[src/rtl/wallclock_hms.sv]
// BCD hh:mm:ss time-of-day counter advanced by rising edges of the 1 s divider level,
// with a RUN/SET_HH/SET_MM/SET_SS edit FSM driven by push-button strobes.
module wallclock_hms #(
  parameter int          HOURS  = 24,
  parameter logic [7:0]  RST_HH = 8'h00,
  parameter logic [7:0]  RST_MM = 8'h00
) (
  input  logic       clk,
  input  logic       reset,
  input  logic       clk_1s,
  input  logic       set_mode,
  input  logic       sel,
  input  logic       inc,
  output logic [7:0] hh,
  output logic [7:0] mm,
  output logic [7:0] ss,
  output logic [1:0] edit_field,
  output logic       day_pulse
);

  typedef enum logic [1:0] {
    RUN    = 2'd0,
    SET_HH = 2'd1,
    SET_MM = 2'd2,
    SET_SS = 2'd3
  } state_t;

  localparam logic [7:0] HH_MAX = (HOURS == 12) ? 8'h11 : 8'h23;

  // sel and inc are single-cycle strobes sampled on every clk edge; there is no
  // back-pressure, each edge on which a strobe is high counts as one event.
  state_t     r_state;
  state_t     w_state_next;
  logic       r_prev;
  logic       r_day;
  logic [7:0] r_hh;
  logic [7:0] r_mm;
  logic [7:0] r_ss;

  logic       w_tick;
  logic       w_ss_wrap;
  logic       w_mm_wrap;
  logic       w_hh_wrap;
  logic [7:0] w_ss_next;
  logic [7:0] w_mm_next;
  logic [7:0] w_hh_next;

  function automatic logic [7:0] bcd60_inc(input logic [7:0] v);
    if (v[3:0] == 4'd9) begin
      if (v[7:4] == 4'd5) return 8'h00;
      else                return {v[7:4] + 4'd1, 4'd0};
    end else begin
      return {v[7:4], v[3:0] + 4'd1};
    end
  endfunction

  function automatic logic [7:0] hours_inc(input logic [7:0] v);
    if (v == HH_MAX)          return 8'h00;
    else if (v[3:0] == 4'd9)  return {v[7:4] + 4'd1, 4'd0};
    else                      return {v[7:4], v[3:0] + 4'd1};
  endfunction

  assign w_tick    = clk_1s & ~r_prev;
  assign w_ss_wrap = (r_ss == 8'h59);
  assign w_mm_wrap = (r_mm == 8'h59);
  assign w_hh_wrap = (r_hh == HH_MAX);
  assign w_ss_next = bcd60_inc(r_ss);
  assign w_mm_next = bcd60_inc(r_mm);
  assign w_hh_next = hours_inc(r_hh);

  // State register
  always_ff @(posedge clk) begin
    if (!reset) r_state <= RUN;
    else        r_state <= w_state_next;
  end

  // Next-state logic
  always_comb begin
    w_state_next = r_state;
    case (r_state)
      RUN:    if (set_mode) w_state_next = SET_HH;
      SET_HH: if (!set_mode) w_state_next = RUN; else if (sel) w_state_next = SET_MM;
      SET_MM: if (!set_mode) w_state_next = RUN; else if (sel) w_state_next = SET_SS;
      SET_SS: if (!set_mode) w_state_next = RUN; else if (sel) w_state_next = SET_HH;
      default: w_state_next = RUN;
    endcase
  end

  // Time registers: the decision uses the current state, so a tick on the
  // RUN->SET_HH edge still counts and a tick on the SET->RUN edge is dropped.
  always_ff @(posedge clk) begin
    if (!reset) begin
      r_hh   <= RST_HH;
      r_mm   <= RST_MM;
      r_ss   <= 8'h00;
      r_day  <= 1'b0;
      r_prev <= 1'b1;
    end else begin
      r_prev <= clk_1s;
      r_day  <= 1'b0;
      case (r_state)
        RUN: begin
          if (w_tick) begin
            r_ss <= w_ss_next;
            if (w_ss_wrap) begin
              r_mm <= w_mm_next;
              if (w_mm_wrap) begin
                r_hh  <= w_hh_next;
                r_day <= w_hh_wrap;
              end
            end
          end
        end
        SET_HH: if (inc) r_hh <= w_hh_next;
        SET_MM: if (inc) r_mm <= w_mm_next;
        SET_SS: if (inc) r_ss <= w_ss_next;
        default: ;
      endcase
    end
  end

  // Output logic; edit_field doubles as the visible FSM state
  always_comb begin
    edit_field = r_state;
    hh         = r_hh;
    mm         = r_mm;
    ss         = r_ss;
    day_pulse  = r_day;
  end

endmodule

[config.mk]
export PLATFORM = sky130hd
export DESIGN_NAME = wallclock_hms
export DESIGN_NICKNAME = d
export VERILOG_FILES = /design/src/rtl/wallclock_hms.sv
export SDC_FILE = /design/constraint.sdc
export NUM_CORES = 1
export LEC_CHECK = 0
export ABC_AREA = 1
export CORE_ASPECT_RATIO = 0.7
export CORE_MARGIN = 4
export CORE_UTILIZATION = 50
export DETAILED_ROUTE_END_ITERATION = 6
export PLACE_DENSITY_LB_ADDON = 0.2
export SLEW_MARGIN = 20
export SYNTH_ARGS = -nofsm -noshare
export SYNTH_HDL_FRONTEND = slang
export SYNTH_SLANG_ARGS = --single-unit
[constraint.sdc]
create_clock -name clk -period 1.5 [get_ports clk]
set_input_delay 0.15 -clock clk [delete_from_list [all_inputs] [get_ports clk]]
set_output_delay 0.15 -clock clk [all_outputs]
set_load 0.005 [all_outputs]
==> metrics.md <==
| Metric | Value |
|---|---|
| Outcome | `completed` |
| Wire per inst | `12.4 um` |
| Critical Path RT | `1350 ps` |
| Total power draw | `1330 uW` |
| Final WS setup | `59.4 ps` |
| RR Startpoint | `edit_field[1]$_SDFFE_PN0P_` |
| Power per cell area | `630 nW/um^2` |
| Vias per cell | `5.13` |
| Mapped Nets | `223` |
| CP Cell Sequence | `clkdlybuf4s50_1` |
| FF+latch area | `578 sq um` |
| Worst hold start | `set_mode` |
| Clock Root Buffer | `clkbuf_8` |
| CTS tree | `yes` |
| Gr ovfl total | `0` |
| Average size of a mapped cell | `7.29 sq um` |
| Family with the most delay on the worst path | `buffers and inverters` |
| Worst reg-to-reg path cell count | `8` |
| DPL Wire Length | `2680 um` |
| Reg-to-reg endpoint | `ss[7]$_SDFFE_PN0P_` |
| Final Hold Fails | `0` |
| FF+latch count, synth | `28` |
| Setup crit end kind | `output port` |
| Crit-path max cell delay | `550 ps` |
| Distinct cells, synth | `29` |
| Most frequent cells in the layout | `nor2_1 (32), clkdlybuf4s50_1 (32), nand2_1 (30)` |
| Pre-CTS setup slack | `-52.3 ps` |
| Starting Density | `53.9%` |
| Actual slew at the worst max-slew pin | `243 ps` |
| Multi-input logic area | `877 sq um` |
| Final ANT Viol Nets | `0` |
| First-pass GRT wire length | `6140 um` |
| Die Height | `54.6 um` |
| N_diodes | `0` |
| Cells after Synth | `213` |
| Critical Path AT | `1290 ps` |
| Post-route setup TNS | `0 ps` |
| Placed Cells | `292` |
| Routed wire length | `3700 um` |
| Std-Cell Rows | `16` |
| Part of the cycle the worst path needs | `96.0%` |
| TritonCTS Buffers | `3` |
| Cell depth of the worst hold path | `3` |
| Worst reg-to-reg setup slack | `90 ps` |
| Clk slew on worst S/H paths | `90 ps` |
| Fraction of layout cells with a size suffix above 1 | `24.0%` |
| Hold EP | `edit_field[0]$_SDFFE_PN0P_` |
| Final Instance Count excl. Fillers | `298` |
| MaxCap Viol Count | `0` |
| H-tree levels | `1` |
| Die area | `4080 sq um` |
| Sequential area share after synthesis | `36.1%` |
| RD Place Congestion | `0.817` |
| Worst slew margin | `83.8%` |
| Peak Freq | `694 MHz` |
| Clk_lat worst skew | `270 ps` |
| Clock Tree Buf Depth | `2` |
| Slowest cell on the critical path | `clkdlybuf4s50_1` |
| Initial antenna violation count | `0` |
| Post-Syn Area | `1550 sq um` |
| Final Setup Violations | `0` |
| Worst path bufs/invs | `1` |
| Pre-antenna DRT Iters | `4` |
| Fillers | `235` |
| Via count | `1528` |
| Largest net degree at the start of global routing | `15` |
| Total GRT Usage | `19.7%` |
| Port bufs | `32` |
| Minimum clock period | `1440 ps` |
| Max Fanout on Critical Path | `5` |
| Initial DRC Count | `121` |
| Final Max Tran Viols | `0` |
| Core footprint | `2880 sq um` |
| Yosys warns | `0` |
| Leakage power | `0.000822 uW` |
| DRC | `0` |
| Crit path kind | `flop to output port` |
| Die Width | `74.6 um` |
| Hold Path Class | `input pin to flop` |
| Clk sinks | `28` |
| Crit start category | `flop` |
| Max rail drop VDD | `595 uV` |
| Clock Skew | `2.83 ps` |
| # IOs | `33` |
| Nets | `274` |
| Number of global-route vias before repair | `1398` |
| Synthesis-to-layout area growth | `35.8%` |
==> kinds of logic (layout without fill, tap and decap cells) <==
logic type | count (synthesis) | count (layout) | share of synthesized area [%]
AND/OR/NAND/NOR | 113 | 113 | 39.3
flip-flops | 28 | 28 | 36.1
buffers and inverters | 31 | 80 | 8.06
adder cells (fa/ha/maj) | 4 | 4 | 3.22
XOR/XNOR | 4 | 4 | 2.26
AO/OA/AOI/OAI | 33 | 33 | 11.0
==> registers in the layout, summed over array words and instances (netlist names) <==
register / count
ss: 8
r_prev: 1
day_pulse: 1
mm: 8
edit_field: 2
hh: 8
==> repair_timing <==
| action | 4_1_cts | 5_1_grt |
|---|---|---|
| pin swaps | 0 | 3 |
| hold buffers | 0 | 0 |
| setup endpoints to repair | 1 | 10 |
| resized for setup | 1 | 16 |
| buffers inserted | 0 | 3 |
==> worst max-delay path by stage <==
stage | start | endpoint | slack [ps] | cells after the start
final | edit_field[1]$_SDFFE_PN0P_ | edit_field[1] | 60 | 1
after global routing | mm[7]$_SDFFE_PN0P_ | hh[3]$_SDFFE_PN0P_ | -30 | 10
after CTS | hh[0]$_SDFFE_PN0P_ | hh[0] | 20 | 2
after detailed placement | clk_1s | ss[7]$_SDFFE_PN0P_ | -50 | 10
after global placement | clk_1s | hh[3]$_SDFFE_PN0P_ | 3 | 10
after floorplan | hh[1]$_SDFFE_PN0P_ | hh[4]$_SDFFE_PN0P_ | 190 | 8
==> worst reg2reg max path, stage by stage, from the launching register on <==
cell	delay, ps
dfxtp_1	380
nor2_4	240
nand2_4	80
nand2_4	100
nand2_4	70
nor2_4	130
nand3_2	100
o21ai_1	150
nor2_1	60
==> stage by stage <==
step           util, %  hold WS [ps]  area, sq um
4_1_cts           71.4           430         2060
6_report          73.1           440         2110
5_1_grt           73.1           459         2110
2_1_floorplan        -           249         1550
3_3_place_gp      70.0           475         2020
3_5_place_dp      70.0           483         2020
==> power breakdown <==
group	total, uW	switching [uW]	internal [uW]	leakage [uW]
logic	151	79.9	71.1	0.000568
clock network	408	227	181	0.0000216
registers	770	16.9	753	0.000233
==> layout make-up <==
type	count	share of cell area, %
tap	36	2.14
multi-input combinational	154	41.6
timing repair buffer	49	21.8
clock buffer	3	1.96
sequential	28	27.4
inverter	28	5.04
==> synthesized netlist by cell type, drive strengths merged <==
cell / n / area (sq um)
a211oi: 1 / 7.51
a21oi: 13 / 65.1
and2: 2 / 12.5
buf: 1 / 11.3
clkbuf: 2 / 7.51
clkinv: 1 / 5.00
dfxtp: 28 / 561
ha: 4 / 50.1
inv: 27 / 101
nand2: 40 / 193
nand3: 17 / 123
nand4: 8 / 50.1
nor2: 40 / 201
nor3: 5 / 25.0
nor4: 1 / 6.26
o21a: 1 / 7.51
o21ai: 17 / 85.1
o22ai: 1 / 6.26
xnor2: 1 / 8.76
xor2: 3 / 26.3
==> per-layer routing <==
metal	vias to the layer above	part of all wire (%)	track usage [%]
met3	2	6.4	5.50
met2	46	43	29.0
met5	-	0	0
li1	792	-	-
met4	0	0.22	3.85
met1	688	51	28.8
No activity file was read; power rests on OpenSTA's default activity.
